## config.mk

```make
export PLATFORM = sky130hd
export DESIGN_NAME = pmod_btn_reader
export DESIGN_NICKNAME = d
export VERILOG_FILES = /design/src/rtl/pmod_btn_reader.sv
export SDC_FILE = /design/constraint.sdc
export NUM_CORES = 1
export LEC_CHECK = 0
export ABC_AREA = 1
export BUFFER_PORTS_ARGS = -buffer_cell sky130_fd_sc_hd__buf_2
export CORE_UTILIZATION = 35
export DETAILED_ROUTE_END_ITERATION = 6
export GPL_TIMING_DRIVEN = 0
export PLACE_DENSITY_LB_ADDON = 0.05
export SKIP_LAST_GASP = 1
export SYNTH_ARGS = -nofsm -noshare
export SYNTH_HDL_FRONTEND = slang
export SYNTH_SLANG_ARGS = --single-unit
```

## constraint.sdc

```tcl
create_clock -name clk -period 4.73 [get_ports clk]
set_clock_uncertainty 0.05 [all_clocks]
set_input_delay 0.2365 -clock clk [delete_from_list [all_inputs] [get_ports clk]]
set_output_delay 0.2365 -clock clk [all_outputs]
set_load 0.01 [all_outputs]
```

## src/rtl/pmod_btn_reader.sv

```systemverilog
// Four-button front end for the pmod bicolor LED counter: synchronise, debounce,
// edge pulses, and a 7-bit counter with a manual/auto-increment mode.
module pmod_btn_reader #(
  parameter int DB_CYCLES   = 250000,
  parameter int TICK_CYCLES = 25000000
) (
  input  logic       clk,
  input  logic       rst_n,
  input  logic [3:0] btn_raw,
  output logic [3:0] btn_level,
  output logic [3:0] btn_press,
  output logic [3:0] btn_release,
  output logic [6:0] count,
  output logic       mode
);

  localparam int DBW = $clog2(DB_CYCLES);
  localparam int TW  = $clog2(TICK_CYCLES);
  localparam logic [DBW-1:0] DB_LAST   = DBW'(DB_CYCLES - 1);
  localparam logic [TW-1:0]  TICK_LAST = TW'(TICK_CYCLES - 1);

  typedef enum logic {
    MANUAL = 1'b0,
    AUTO   = 1'b1
  } mode_e;

  logic [3:0] sync_meta_q;
  logic [3:0] sync_q;

  always_ff @(posedge clk) begin
    if (!rst_n) begin
      sync_meta_q <= '0;
      sync_q      <= '0;
    end else begin
      sync_meta_q <= btn_raw;
      sync_q      <= sync_meta_q;
    end
  end

  // One debouncer per button; a level change needs DB_CYCLES consecutive mismatching samples.
  genvar gi;
  generate
    for (gi = 0; gi < 4; gi++) begin : g_db
      logic [DBW-1:0] cnt_q, cnt_d;
      logic           lvl_q, lvl_d;
      logic           press_q, press_d;
      logic           rel_q, rel_d;

      always_comb begin
        cnt_d   = '0;
        lvl_d   = lvl_q;
        press_d = 1'b0;
        rel_d   = 1'b0;
        if (sync_q[gi] != lvl_q) begin
          if (cnt_q == DB_LAST) begin
            lvl_d   = sync_q[gi];
            press_d = sync_q[gi];
            rel_d   = ~sync_q[gi];
          end else begin
            cnt_d = cnt_q + DBW'(1);
          end
        end
      end

      always_ff @(posedge clk) begin
        if (!rst_n) begin
          cnt_q   <= '0;
          lvl_q   <= 1'b0;
          press_q <= 1'b0;
          rel_q   <= 1'b0;
        end else begin
          cnt_q   <= cnt_d;
          lvl_q   <= lvl_d;
          press_q <= press_d;
          rel_q   <= rel_d;
        end
      end

      assign btn_level[gi]   = lvl_q;
      assign btn_press[gi]   = press_q;
      assign btn_release[gi] = rel_q;
    end
  endgenerate

  mode_e          state_q, state_d;
  logic [TW-1:0]  tick_cnt_q, tick_cnt_d;
  logic [6:0]     count_q, count_d;
  logic           tick;

  always_comb begin
    state_d    = state_q;
    tick_cnt_d = '0;
    tick       = 1'b0;
    unique case (state_q)
      MANUAL: begin
        if (btn_press[3]) state_d = AUTO;
      end
      AUTO: begin
        tick       = (tick_cnt_q == TICK_LAST);
        tick_cnt_d = tick ? '0 : tick_cnt_q + TW'(1);
        if (btn_press[3]) begin
          state_d    = MANUAL;
          tick_cnt_d = '0;
        end
      end
      default: state_d = MANUAL;
    endcase

    // Clear dominates; otherwise inc, tick and dec combine into one net step mod 128.
    if (btn_press[2]) begin
      count_d = '0;
    end else begin
      count_d = count_q + {6'd0, btn_press[0]} + {6'd0, tick} - {6'd0, btn_press[1]};
    end
  end

  always_ff @(posedge clk) begin
    if (!rst_n) begin
      state_q    <= MANUAL;
      tick_cnt_q <= '0;
      count_q    <= '0;
    end else begin
      state_q    <= state_d;
      tick_cnt_q <= tick_cnt_d;
      count_q    <= count_d;
    end
  end

  assign count = count_q;
  assign mode  = (state_q == AUTO);

endmodule

```

; Yosys cells after proc, flatten, opt, wreduce, memory -nomap -nowiden
; Cells that the tools add are included.
[word_totals]
output_inout_bits = 20
reg_bits = 125
elab_cells = 66
[classes]
reduce_logical = 14
n_mux = 4
eq_ne = 9
n_addsub = 8
bitwise_logic = 10
[ops]
columns = cell, n
row1 = $add A18 B1 Y18 const B, 4
row2 = $eq A18 B18 Y1 const B, 4
row3 = $add A25 B1 Y25 const B, 1
row4 = $eq A25 B25 Y1 const B, 1
row5 = $add A7 B1 Y7, 2
row6 = $reduce_and A3 Y1, 4
row7 = $reduce_or A3 Y1, 4
row8 = $not A1 Y1, 10
row9 = $reduce_and A2 Y1, 4
row10 = $sub A7 B1 Y7, 1
row11 = $ne A1 B1 Y1, 4
row12 = $reduce_or A4 Y1, 1
row13 = $mux W1, 3
row14 = $pmux W1 S2, 1
row15 = $reduce_or A2 Y1, 1

; Depth between registers and ports, before layout
; Gate-level depths: netlist of the first run.
[logic_depth]
depth_word = 4
mapped_depth = 15

; Worst setup path before layout of the first run
; Ideal clock, no wire load.
[synth_path]
path_type = register to register
from = reg tick_cnt_q[0]
to = reg count_q[6], in the netlist count[6]
path_slack_ns = 2.390
path_stages_with_launch = 14
arrival_time_ns = 2.177
synth_period_minus_slack_ns = 2.340
required_time_ns = 4.567
cell_sequence = dfxtp_1 ha_1 nand3_2 nor3_1 nand3_1 nor2_1 fa_1 fa_1 nand3_1 nand2_1 a21boi_0 nand2_1 nand2_1 nor2_1
[synth_between]
elab_chain_len = 4
[synth_lines]
columns = element, line_no
row1 = "start, declared", 86  ; logic [TW-1:0] tick_cnt_q, tick_cnt_d;
row2 = "start signal, assigned", 124  ; tick_cnt_q <= tick_cnt_d;
row3 = $eq A25 B25 Y1, 99  ; tick = (tick_cnt_q == TICK_LAST);
row4 = $mux W1, 94  ; unique case (state_q)
row5 = $add A7 B1 Y7, 113  ; count_d = count_q + {6'd0, btn_press[0]} + {6'd0, tick} - {6'd0, btn_press[1]};
row6 = $sub A7 B1 Y7, 113
row7 = "end signal, assigned", 125  ; count_q <= count_d;
row8 = "end, declared", 87  ; logic [6:0] count_q, count_d;
; No other way between the ends.
; A chain may end at the register's enable or synchronous reset.

; Final worst setup path of the first run
; Ends and elaborated chain as after synthesis.

==> results.json, run 1 <==
{
  "status": "completed",
  "regArea_um2": 2500,
  "r2r_end": "count[6]$_SDFF_PP0_",
  "critPathMaxStageDelay_ns": 0.42,
  "clockRootBuffer": "clkbuf_16",
  "cp_common_cell": "nand2_1",
  "crit_family": "adder cells",
  "antennaDiodeCount": 0,
  "path_clk_slew_ns": 0.06,
  "grt_pass1_vias": 4977,
  "grt_overflow_total": 0,
  "syn_avg_cell_area_um2": 7.00,
  "synthesis.nets": 902,
  "slowest_stage": "fa_1",
  "dp_slack_ns": 2.14,
  "leakage_nw": 2.63,
  "maxCapViolations": 0,
  "synthCells": 883,
  "layout_setup_ws_ns": 2.12,
  "cts_buffer_depth": 2,
  "nets": 949,
  "fillers": 1879,
  "hp-class": "in -> reg",
  "p_per_area_nw_per_um2": 330,
  "crit_path_end": "count[6]$_SDFF_PP0_",
  "finalMaxSlewViolations": 0,
  "antenna_found_initial": 0,
  "h-tree-depth": 4,
  "period_needed_ns": 2.61,
  "critPathLaunch": "tick_cnt_q[0]$_SDFF_PP0_",
  "finalSetupViolations": 0,
  "via_count": 5305,
  "postRouteWirelength_mm": 13.1,
  "setup_tns_ns": 0,
  "grt_pass1_wl_mm": 22.8,
  "critical_path_class": "reg -> reg",
  "end_kind": "flip-flop",
  "fmax_mhz": 383,
  "arrival_ns": 2.87,
  "ys_ff_latch": 125,
  "critPathMaxFanout": 4,
  "crit-reg2reg-launch": "tick_cnt_q[0]$_SDFF_PP0_",
  "reg2reg_setup_slack_ns": 2.12,
  "area_delta_synth_final_pct": 16.6,
  "rsz0062_at_grt": "no",
  "path_cells": "ha_1, nand3_2, nor3_1, nand3_1, nor2_1, fa_1, fa_1, nand3_1, nand2_1, a21boi_0, nand2_1, nand2_1, nor2_1",
  "path_buf_inv": 0,
  "worst_slew_pin_slew_ns": 0.495,
  "die_w_um": 135,
  "die_y_um": 135,
  "final_cell_mix": "nand2_1 (205), nor2_1 (197), dfxtp_1 (125)",
  "start_util_pct": 35.8,
  "final_layout_size_suffix_gt1_share_pct": 11.1,
  "report.final.hold_viol_count": 0,
  "rows": 48,
  "synth_area_leader_cell": "dfxtp_1",
  "dr.first_iter.drc_count": 266,
  "clk_latency_ns": 0.42,
  "postCtsSetupRepairBufs": 0,
  "reg2reg_depth": 13,
  "portBuffers": 24,
  "drc": 0,
  "synth_top_area_share_pct": 40.5,
  "layout_commonest_cell": "nand2_1",
  "dp_hpwl_mm": 9.93,
  "holdPathStages": 3,
  "cp-start-kind": "flip-flop",
  "cts_tree": "done",
  "core_um2": 17300,
  "vdd_drop_max_v": 0.000258,
  "yosysUniqueCellTypes": 34,
  "grt.total_usage_pct": 16.0,
  "cp.depth": 13,
  "io_pins": 26,
  "grt_max_degree": 17,
  "ys_seq_area_share_pct": 40.5,
  "ys_warn_count": 0,
  "slew_headroom_pct": 67.0,
  "multi_input_area_um2": 3130,
  "dieArea_um2": 18200,
  "numCtsBuffers": 17,
  "worstPathRequired_ns": 4.99,
  "min_period_over_period_pct": 55.1,
  "gp_congestion": 0.808,
  "viasPerCell": 4.55,
  "synth_area_um2": 6180,
  "synth_top_cells_by_area": "dfxtp_1 (40%), nand2_1 (12%), nor2_1 (12%), inv_1 (6.4%), nand3_1 (3.6%)",
  "post_cts_resized": 0,
  "cts_sinks": 125,
  "drtAntennaViolNets": 0,
  "wl_per_cell_um": 11.2,
  "first_pass_iters": 4,
  "power_mw": 2.38
}
==> cells by family after synthesis <==
| group | after synthesis | share of synthesized area (%) |
|---|---|---|
| DFF | 125 | 40.5 |
| and+or+nand+nor | 515 | 35.8 |
| buffers and inverters | 126 | 9.00 |
| AOI/OAI and AO/OA | 59 | 5.44 |
| xor gates and xnor gates | 45 | 6.37 |
| adders and majority gates | 13 | 2.87 |
==> worst min-delay path: stages <==
cell     delay, ns
buf_2         0.18
nand2_1       0.09
nor2_1        0.03
==> synthesized netlist by cell type <==
cell type	n
nand3_4	1
buf_2	1
clkbuf_1	1
or2_0	3
o21bai_1	2
nand2_2	3
nand3_2	7
buf_4	14
o21ai_4	2
fa_1	2
or2_2	5
o21ai_0	12
inv_2	1
ha_1	11
nand2_4	1
nand3b_1	2
xor2_1	23
nand4_1	18
a21o_1	2
a21boi_0	2
nor2_1	197
nor3_1	13
buf_6	4
o21ai_2	1
xnor2_1	22
a21oi_1	38
dfxtp_1	125
nand3_1	44
inv_1	105
nor2_4	4
nor3_2	2
nor2_2	7
nor4_1	3
nand2_1	205
==> power by group <==
group          internal (mW)  switching [mW]
registers               1.06         0.00262
clock network          0.839           0.457
logic                0.00970          0.0166
==> layer usage <==
metal | wire [um] | track usage [%]
met3 | 353 | 3.72
met5 | 0 | 0
met4 | 252 | 7.49
met1 | 6540 | 20.3
met2 | 5930 | 25.5
==> layout make-up <==
| cell class | count | area share (%) |
|---|---|---|
| buffer | 20 | 2.20 |
| clock buffer | 25 | 7.01 |
| clock inverter | 6 | 1.14 |
| inverter | 106 | 5.52 |
| multi-input combinational | 632 | 43.3 |
| sequential | 125 | 34.7 |
| tap | 225 | 3.90 |
| timing repair buffer | 28 | 2.22 |
==> sequential cells by signal (all words and copies together) (netlist names) <==
| name | cells |
|---|---|
| mode | 1 |
| sync_q | 4 |
| sync_meta_q | 4 |
| g_db.press_q | 4 |
| g_db.cnt_q | 72 |
| g_db.lvl_q | 4 |
| count | 7 |
| g_db.rel_q | 4 |
| tick_cnt_q | 25 |
==> stage by stage <==
step,utilization (%),hold WS (ns),cell area [um2],std cells
6_report,41.7,0.117,7210,1167
5_1_grt,41.7,0.127,7210,1167
4_1_cts,41.7,0.109,7210,1167
3_5_place_dp,38.1,0.363,6590,1132
3_3_place_gp,38.1,0.362,6590,1132
2_1_floorplan,-,0.284,6180,883
==> timing repair <==
item	4_1_cts	5_1_grt
hold buffers	4	0
setup endpoints to repair	0	0
hold endpoints to repair	4	0
==> worst min path at each step <==
stage                                       to                 startpoint  slack, ns
floorplan            sync_meta_q[0]$_SDFF_PN0_                 btn_raw[0]       0.28
global route        g_db[2].lvl_q$_SDFFE_PN0P_                      rst_n       0.13
detailed placement        sync_q[0]$_SDFF_PN0_  sync_meta_q[0]$_SDFF_PN0_       0.36
finish              g_db[2].lvl_q$_SDFFE_PN0P_                      rst_n       0.12
global placement          sync_q[3]$_SDFF_PN0_  sync_meta_q[3]$_SDFF_PN0_       0.36
CTS                 g_db[2].lvl_q$_SDFFE_PN0P_                      rst_n       0.11
No activity file was read; power rests on OpenSTA's default activity.
==> inputs of run 2 (changes only) <==
- clock period: 4.73 -> 2.6 ns (I/O delays scaled with it)
==> run 2 against run 1 <==
Final cell count is the same. Critical endpoint unchanged. Non-clock buffer count is the same. Core utilization grew 0.058 points. Wire length grew 0.13%. Register-to-register slack lost 1.9 ns. Flip-flop and latch count is the same.
==> results.json, run 2 (synthesized netlist as in run 1, its figures left out) <==
{
  "drc": 0,
  "dieArea_um2": 18200,
  "via_count": 5297,
  "period_needed_ns": 2.42,
  "area_delta_synth_final_pct": 16.8,
  "critPathMaxFanout": 4,
  "leakage_nw": 2.62,
  "regMostFlops": "g_db.cnt_q",
  "dr.first_iter.drc_count": 281,
  "status": "completed",
  "portBuffers": 24,
  "h-tree-depth": 4,
  "grt_overflow_total": 0,
  "setup_tns_ns": 0,
  "first_pass_iters": 4,
  "grt_pass1_vias": 4977,
  "worstPathRequired_ns": 2.86,
  "die_y_um": 135,
  "rows": 48,
  "critical_path_class": "reg -> reg",
  "io_pins": 26,
  "layout_setup_ws_ns": 0.184,
  "finalMaxSlewViolations": 0,
  "antenna_found_initial": 0,
  "largest_reg_flops": 72,
  "viasPerCell": 4.54,
  "final_layout_size_suffix_gt1_share_pct": 11.5,
  "core_um2": 17300,
  "grt_pass1_wl_mm": 22.8,
  "finalSetupViolations": 0,
  "clk_latency_ns": 0.42,
  "postRouteWirelength_mm": 13.1,
  "cts_sinks": 125,
  "hp-class": "in -> reg",
  "layout_commonest_cell": "nand2_1",
  "die_w_um": 135,
  "final_cell_mix": "nand2_1 (205), nor2_1 (197), dfxtp_1 (125)",
  "vdd_drop_max_v": 0.000471,
  "end_kind": "flip-flop",
  "antennaDiodeCount": 0,
  "cp-start-kind": "flip-flop",
  "drtAntennaViolNets": 0,
  "clockRootBuffer": "clkbuf_16",
  "min_period_over_period_pct": 92.9,
  "report.final.hold_viol_count": 0,
  "dp_hpwl_mm": 9.93,
  "arrival_ns": 2.68,
  "path_clk_slew_ns": 0.06,
  "rsz0062_at_grt": "no",
  "grt.total_usage_pct": 16.0,
  "cts_tree": "done",
  "numCtsBuffers": 17,
  "p_per_area_nw_per_um2": 600,
  "nets": 949,
  "gp_congestion": 0.808,
  "wl_per_cell_um": 11.2,
  "slew_headroom_pct": 67.0,
  "start_util_pct": 35.8,
  "grt_max_degree": 17,
  "fmax_mhz": 414,
  "dp_slack_ns": 0.0141,
  "worst_slew_pin_slew_ns": 0.494,
  "cts_buffer_depth": 2,
  "maxCapViolations": 0
}
## run 2: worst max-delay path, cell delays in order (launching register included)
cell	delay (ns)
dfxtp_1	0.33
ha_2	0.22
nand3_2	0.13
nor3_2	0.07
nand3_1	0.12
nor2_1	0.09
fa_1	0.41
fa_2	0.37
nand3_1	0.09
nand2_1	0.10
a21boi_1	0.18
nand2_1	0.07
nand2_1	0.06
nor2_1	0.04
## run 2: path summary, 6_finish.rpt
path | startpoint | to | slack, ns | cells past startpoint
setup reg to reg | tick_cnt_q[0]$_SDFF_PP0_ | count[6]$_SDFF_PP0_ | 0.18 | 13
hold / removal | rst_n | g_db[2].lvl_q$_SDFFE_PN0P_ | 0.01 | 3
hold reg to reg | sync_meta_q[0]$_SDFF_PN0_ | sync_q[0]$_SDFF_PN0_ | 0.37 | 2
setup / recovery | tick_cnt_q[0]$_SDFF_PP0_ | count[6]$_SDFF_PP0_ | 0.18 | 13
## run 2: repair_timing
item	CTS	global route
setup endpoints to repair	1	2
hold endpoints to repair	4	0
setup buffers	0	0
resized for setup	1	3
hold buffers	4	0
## run 2: where the power goes
group | leakage (nW) | switching [mW] | internal [mW]
combinational | 1.32 | 0.0301 | 0.0176
clock | 0.289 | 0.832 | 1.53
sequential | 1.01 | 0.00476 | 1.92
## run 2: area by class of cell
type | instances | area (um2)
plain buffers | 20 | 159
clock buffers | 25 | 505
clock inverters | 6 | 82.6
fillers | 1879 | 10100
inverters | 106 | 398
multi-input cells | 632 | 3140
flip-flops and latches | 125 | 2500
well taps | 225 | 282
repair buffers | 28 | 160
## run 2: metal layers
metal  track usage, %  routed length (um)  vias up
met5                0                   0        -
met4             7.49                 265        0
met3             3.72                 397       20
met2             25.5                5930       62
met1             20.3                6500     2370
li1                 -                   -     2845
## run 2: through the flow
| stage | hold slack [ns] | utilization [%] | cells | cell area [um2] | power, mW |
|---|---|---|---|---|---|
| floorplan | 0.178 | - | 883 | 6180 | 2.00 |
| global placement | 0.275 | 38.1 | 1132 | 6590 | 2.01 |
| detailed placement | 0.269 | 38.1 | 1132 | 6590 | 2.01 |
| CTS | 0.00262 | 41.7 | 1167 | 7210 | 4.41 |
| global route | 0.0206 | 41.8 | 1167 | 7220 | 4.50 |
| finish | 0.0133 | 41.8 | 1167 | 7220 | 4.34 |
